<file path="src/rtl/obi_sram_bridge.sv">
// -----------------------------------------------------------------------------
// eros_obi_pkg / obi_sram_bridge
//
// Purpose:
//   Adapts the OBI slave port of the N-to-1 crossbar to a single-port SRAM
//   macro whose read latency is fixed at elaboration time. At most one
//   transaction is in flight. Every granted request gets exactly one rvalid.
//   A new request can be granted on the same cycle that returns rvalid, so a
//   Latency=1 SRAM sustains one access per cycle.
//
// Ports:
//   clk_i        in   clock
//   rst_ni       in   asynchronous reset, active-low
//   obi_req_i    in   {req, we, be[3:0], addr[31:0], wdata[31:0]}
//   obi_resp_o   out  {gnt, rvalid, rdata[31:0]}
//   sram_req_o   out  SRAM chip enable, one cycle per access
//   sram_we_o    out  SRAM write enable     (pass-through of obi_req_i.we)
//   sram_be_o    out  SRAM byte enables     (pass-through of obi_req_i.be)
//   sram_addr_o  out  SRAM word address     (obi_req_i.addr[AddrWidth+1:2])
//   sram_wdata_o out  SRAM write data       (pass-through of obi_req_i.wdata)
//   sram_rdata_i in   SRAM read data, valid Latency cycles after sram_req_o
//   dbg_state_o  out  FSM state for observation: 0 = IDLE, 1 = BUSY
//
// Handshake semantics:
//   gnt is only ever asserted while req is high; the cycle with req & gnt is
//   the accept cycle. Exactly Latency cycles later rvalid is high for one
//   cycle. Upstream may withdraw req without having seen gnt. There is never
//   more than one accepted request without its rvalid.
// -----------------------------------------------------------------------------

package eros_obi_pkg;

    typedef struct packed {
        logic        req;
        logic        we;
        logic [3:0]  be;
        logic [31:0] addr;
        logic [31:0] wdata;
    } obi_req_t;

    typedef struct packed {
        logic        gnt;
        logic        rvalid;
        logic [31:0] rdata;
    } obi_resp_t;

endpackage

module obi_sram_bridge #(
    parameter int unsigned NumWords = 1024,
    parameter int unsigned Latency  = 1
) (
    input  logic                           clk_i,
    input  logic                           rst_ni,
    input  eros_obi_pkg::obi_req_t         obi_req_i,
    output eros_obi_pkg::obi_resp_t        obi_resp_o,
    output logic                           sram_req_o,
    output logic                           sram_we_o,
    output logic [3:0]                     sram_be_o,
    output logic [$clog2(NumWords)-1:0]    sram_addr_o,
    output logic [31:0]                    sram_wdata_o,
    input  logic [31:0]                    sram_rdata_i,
    output logic                           dbg_state_o
);

    localparam int unsigned AddrWidth = $clog2(NumWords);
    localparam int unsigned CntW      = (Latency > 1) ? $clog2(Latency) : 1;

    typedef enum logic {
        IDLE = 1'b0,
        BUSY = 1'b1
    } state_e;

    state_e            r_state;
    logic [CntW-1:0]   r_cnt;
    logic              r_we;
    logic [31:0]       r_rdata;

    state_e            w_state_d;
    logic [CntW-1:0]   w_cnt_d;
    logic              w_we_d;
    logic              w_gnt;
    logic              w_rvalid;
    logic [31:0]       w_rdata;
    logic              w_unused_addr;

    // Upper and byte-offset address bits are dropped on purpose: the SRAM
    // aliases every NumWords*4 bytes.
    assign w_unused_addr = ^{obi_req_i.addr[31:AddrWidth+2], obi_req_i.addr[1:0]};

    always_comb begin
        w_state_d = r_state;
        w_cnt_d   = r_cnt;
        w_we_d    = r_we;
        w_gnt     = 1'b0;
        w_rvalid  = 1'b0;
        w_rdata   = r_rdata;

        case (r_state)
            IDLE: begin
                // Gate with rst_ni so nothing is granted while held in reset.
                w_gnt = obi_req_i.req & rst_ni;
                if (w_gnt) begin
                    w_state_d = BUSY;
                    w_cnt_d   = CntW'(Latency - 1);
                    w_we_d    = obi_req_i.we;
                end
            end
            BUSY: begin
                if (r_cnt != '0) begin
                    w_cnt_d = r_cnt - CntW'(1);
                end else begin
                    // Response cycle: return data and accept the next request.
                    w_rvalid = 1'b1;
                    w_rdata  = r_we ? 32'h0 : sram_rdata_i;
                    w_gnt    = obi_req_i.req & rst_ni;
                    if (w_gnt) begin
                        w_cnt_d = CntW'(Latency - 1);
                        w_we_d  = obi_req_i.we;
                    end else begin
                        w_state_d = IDLE;
                    end
                end
            end
            default: begin
                w_state_d = IDLE;
            end
        endcase
    end

    always_ff @(posedge clk_i or negedge rst_ni) begin
        if (!rst_ni) begin
            r_state <= IDLE;
            r_cnt   <= '0;
            r_we    <= 1'b0;
            r_rdata <= 32'h0;
        end else begin
            r_state <= w_state_d;
            r_cnt   <= w_cnt_d;
            r_we    <= w_we_d;
            if (w_rvalid) begin
                r_rdata <= w_rdata;
            end
        end
    end

    assign obi_resp_o.gnt    = w_gnt;
    assign obi_resp_o.rvalid = w_rvalid;
    assign obi_resp_o.rdata  = w_rdata;

    assign sram_req_o   = w_gnt;
    assign sram_we_o    = obi_req_i.we;
    assign sram_be_o    = obi_req_i.be;
    assign sram_addr_o  = obi_req_i.addr[AddrWidth+1:2];
    assign sram_wdata_o = obi_req_i.wdata;

    assign dbg_state_o  = r_state;

    if (Latency < 1 || Latency > 4) begin : g_bad_latency
        $error("obi_sram_bridge: Latency must be in 1..4");
    end

    if (NumWords < 2 || (NumWords & (NumWords - 1)) != 0) begin : g_bad_depth
        $error("obi_sram_bridge: NumWords must be a power of two >= 2");
    end

`ifndef SYNTHESIS
    a_rvalid_busy : assert property (@(posedge clk_i) disable iff (!rst_ni)
        w_rvalid |-> (r_state == BUSY));
    a_gnt_needs_req : assert property (@(posedge clk_i) disable iff (!rst_ni)
        w_gnt |-> obi_req_i.req);
`endif

endmodule

</file>
<file path="config.mk">
export PLATFORM = sky130hd
export DESIGN_NAME = obi_sram_bridge
export DESIGN_NICKNAME = d
export VERILOG_FILES = /design/src/rtl/obi_sram_bridge.sv
export SDC_FILE = /design/constraint.sdc
export NUM_CORES = 1
export LEC_CHECK = 0
export CAP_MARGIN = 40
export CORE_MARGIN = 2
export CORE_UTILIZATION = 31
export CTS_BUF_LIST = sky130_fd_sc_hd__clkbuf_16
export DETAILED_ROUTE_END_ITERATION = 10
export PLACE_DENSITY = 0.82
export SETUP_SLACK_MARGIN = 0.2
export SLEW_MARGIN = 10
export SYNTH_ARGS = -nofsm -noshare
export SYNTH_HDL_FRONTEND = slang
export SYNTH_SLANG_ARGS = --single-unit
</file>
<file path="constraint.sdc">
create_clock -name clk_i -period 1.5 [get_ports clk_i]
set_input_delay 0.225 -clock clk_i [delete_from_list [all_inputs] [get_ports clk_i]]
set_output_delay 0.225 -clock clk_i [all_outputs]
set_load 0.005 [all_outputs]
</file>
Word level (Yosys, flattened, before mapping)
Cells that the tools add are included.
{ "totals": {"register_bits": 35, "input_bits": 104} }
{ "op_classes": {"addsub": 1, "eq_ne": 2, "n_mux": 16, "bitwise": 2} }
{ "op_table": {"columns": ["op", "n"], "rows": [
  ["2-to-1 mux 32 bit", 3],
  ["2-to-1 mux 1 bit", 9],
  ["case mux 1 bit (2 select lines)", 4],
  ["inequality test 2 bit (second input constant)", 2],
  ["bitwise AND 1 bit", 1],
  ["inverter 1 bit", 1],
  ["subtractor 1 bit (second input constant)", 1]
]} }

Depth between registers and ports, before layout
{ "depth": {"depth_word": 4, "depth_mapped": 4} }

Worst setup path before layout
No wires, ideal clock.
{ "synth_path": {"kind": "register to output", "start": "reg r_state (netlist: dbg_state_o)", "end": "out obi_resp_o[0] (netlist bit)", "arrival_time_ns": 1.042, "t_required_ns": 1.275, "setup_slack_ns": 0.233, "path_stages_with_launch": 5, "n_path_buf": 2, "cell_sequence": "dfrtp_1 -> nor2b_4 -> buf_12 -> buf_12 -> a22o_1"} }
{ "synth_rtl": {"columns": ["element", "line_no", "source"], "rows": [
  ["start, declared", "74", "state_e r_state;"],
  ["start signal, assigned", "138", "r_state <= w_state_d;"],
  ["end, declared", "56", "output eros_obi_pkg::obi_resp_t obi_resp_o,"]
]} }

==> results.sh <==
export IMPL_slowest_stage="dfrtp_1"
export IMPL_final_area_mm2=0.00276
export IMPL_initial_core_util_pct=31.7
export IMPL_area_delta_synth_final_pct=38.3
export IMPL_place_area_mm2=0.00240
export IMPL_netlist_instances=168
export IMPL_via_count=1517
export IMPL_drive_above_1_share_pct=35.1
export IMPL_core_area_mm2=0.00628
export IMPL_crit_fanout=5
export IMPL_netlist_area_mm2=0.00199
export IMPL_antenna_found_initial=0
export IMPL_dp_hpwl_mm=2.77
export IMPL_final_cells=299
export IMPL_whs_ns=-0.00397
export IMPL_crit_type="flip-flop to output port"
export IMPL_cts_made_buffers=5
export IMPL_r2r_setup_slack_ns=0.05
export IMPL_vias_per_cell=5.07
export IMPL_dp_cells=268
export IMPL_totalPowerFinal_mw=3.02
export IMPL_setup_viol=32
export IMPL_fin_setup_tns_ns=-3.84
export IMPL_worst_slack_ns=-0.195
export IMPL_cts_hold_buf=0
export IMPL_track_usage_pct=13.2
export IMPL_synth_seq_cells=34
export IMPL_clock_sinks=34
export IMPL_status="complete, but fails checks"
export IMPL_synth_warnings=0
export IMPL_final_common_cell="a22o_1"
export IMPL_insertion_delay_ns=0.27
export IMPL_critPathBufInv=4
export IMPL_worstReg2RegEnd="r_rdata[3]"
export IMPL_hold_viol_final=3
export IMPL_failed_checks="hold timing, setup timing"
export IMPL_max_slew_margin_rel_pct=69.7
export IMPL_ios=187
export IMPL_peakVddDrop_v=0.000500
export IMPL_first_pass_iters=4
export IMPL_synth_yosys_seq_area_share_pct=42.7
export IMPL_powerDensity_mw_per_mm2=1100
export IMPL_portBuffers=72
export IMPL_ff2ff_path_depth=7
export IMPL_clock_fmax_mhz=590
export IMPL_post_route_util_pct=43.9
export IMPL_routabilityCongestion=0.688
export IMPL_wire_per_inst_um=16.2
export IMPL_syn_nets=272
export IMPL_mostFrequentLayoutCells="a22o_1 (60), dfrtp_1 (34), clkdlybuf4s50_1 (34), buf_2 (25), buf_6 (15)"
export IMPL_drv_cap=0
export IMPL_drv_slew=0
export IMPL_endpoint_kind="output port"
export IMPL_antennaDiodeCount=0
export IMPL_p_leak_nw=1.33
export IMPL_met2_length_mm=2.31
export IMPL_min_path_type="primary input to asynchronous set/reset pin"
export IMPL_fp_dieArea_mm2=0.00708
export IMPL_cts_buffer_depth=2
export IMPL_start_kind="flip-flop"
export IMPL_grt_max_degree=35
export IMPL_syn_avg_cell_area_um2=11.9
export IMPL_multi_input_area_um2=594
export IMPL_first_iter_violations=31
export IMPL_htreeDepth=2
export IMPL_grt_ovfl_total=0
export IMPL_pre_cts_slack_ns=-0.169
export IMPL_totalWireLength_mm=4.83
export IMPL_fillCellCount=591
export IMPL_seq_area_um2=851
export IMPL_routed_wl_met3_um=362
export IMPL_highest_layer="met4"
export IMPL_drc=0
export IMPL_critPathTopFamily="buffers and inverters"
export IMPL_cp_required_ns=1.27
export IMPL_clkTransAtPathRegs_ns=0.05
export IMPL_wl_met1_mm=2.12
export IMPL_period_share_pct=113
export IMPL_cp_slowest_stage_delay_ns=0.38
export IMPL_root_buffer="clkbuf_16"
export IMPL_rsz0062_at_grt="true"
export IMPL_fin_skew_ns=0.00460
export IMPL_ant_nets=0
export IMPL_period_minus_slack_ns=1.70
export IMPL_layout_nets=326
export IMPL_die_width_um=84.2
export IMPL_grt_pass1_vias=1612
export IMPL_cp_data_arrival_time_ns=1.47
export IMPL_worst_r2r_startpoint="dbg_state_o"
export IMPL_worst_pin_slew_ns=0.454
export IMPL_crit_chain="nor2b_4, buf_6, buf_12, buf_8, a22o_1, buf_2"
export IMPL_rows=29
export IMPL_grt_pass1_wl_mm=7.52
export IMPL_ys_types=11
export IMPL_die_h_um=84.2
export IMPL_cts_tree="built"
-- cell usage after synthesis --
master,count,area [um2]
nor2b_4,1,13.8
o21ai_0,4,20.0
a22o_1,60,526
and2_1,1,6.26
buf_2,6,30.0
inv_1,3,11.3
dfrtp_1,34,851
buf_4,49,368
mux2_2,1,11.3
buf_12,7,140
nand3b_1,2,15.0
-- cell type report --
class / instances / share of cell area (%)
Multi-Input combinational cell: 69 / 21.6
Clock buffer: 5 / 4.54
Sequential cell: 34 / 30.9
Clock inverter: 2 / 1.23
Inverter: 3 / 0.681
Tap cell: 77 / 3.50
Timing Repair Buffer: 109 / 37.6
-- flip-flops by register name (all words and copies together) (netlist names) --
name         cells
r_rdata         32
r_we             1
dbg_state_o      1
-- worst max path at each step --
stage / endpoint / slack, ns / start / cells past startpoint
after CTS: obi_resp_o[23] / -0.21 / dbg_state_o / 6
final: obi_resp_o[26] / -0.20 / dbg_state_o / 6
after global routing: obi_resp_o[17] / -0.26 / dbg_state_o / 6
after floorplan: obi_resp_o[0] / 0.23 / dbg_state_o / 4
after global placement: obi_resp_o[27] / -0.16 / r_we / 4
after detailed placement: obi_resp_o[27] / -0.17 / r_we / 4
-- timing repair --
item                                    4_1_cts  5_1_grt
gates cloned                                  4        2
endpoints found under the setup margin       37       57
setup buffers                                17        1
gates resized for setup                     131       21
pin swaps                                    16       17
-- logic make-up (layout without fill, tap and decap cells) --
logic type | count (synthesis) | in the layout | synth area share [%]
AOI/OAI and AO/OA | 64 | 64 | 27.4
buffers and inverters | 65 | 119 | 27.6
DFF | 34 | 34 | 42.7
muxes | 1 | 1 | 0.565
and+or+nand+nor | 4 | 4 | 1.76
-- where the power goes --
part / internal, mW / switching, mW / leakage, nW
registers: 1.04 / 0.0736 / 0.440
logic: 0.505 / 0.272 / 0.815
clock network: 0.767 / 0.355 / 0.0773
total: 2.32 / 0.700 / 1.33
-- worst register-to-register path, stage by stage, from the launching register on --
cell and delay (ns):
dfrtp_1 0.38, nor2b_4 0.15, buf_4 0.13, buf_6 0.12
buf_16 0.13, buf_12 0.13, buf_6 0.11, a22o_1 0.19
-- per-layer routing --
metal	track usage (%)	up-vias
met5	0	-
met4	4.11	0
met3	4.23	6
met2	21.4	69
met1	16.7	756
li1	-	686
No activity file was read; power rests on OpenSTA's default activity.
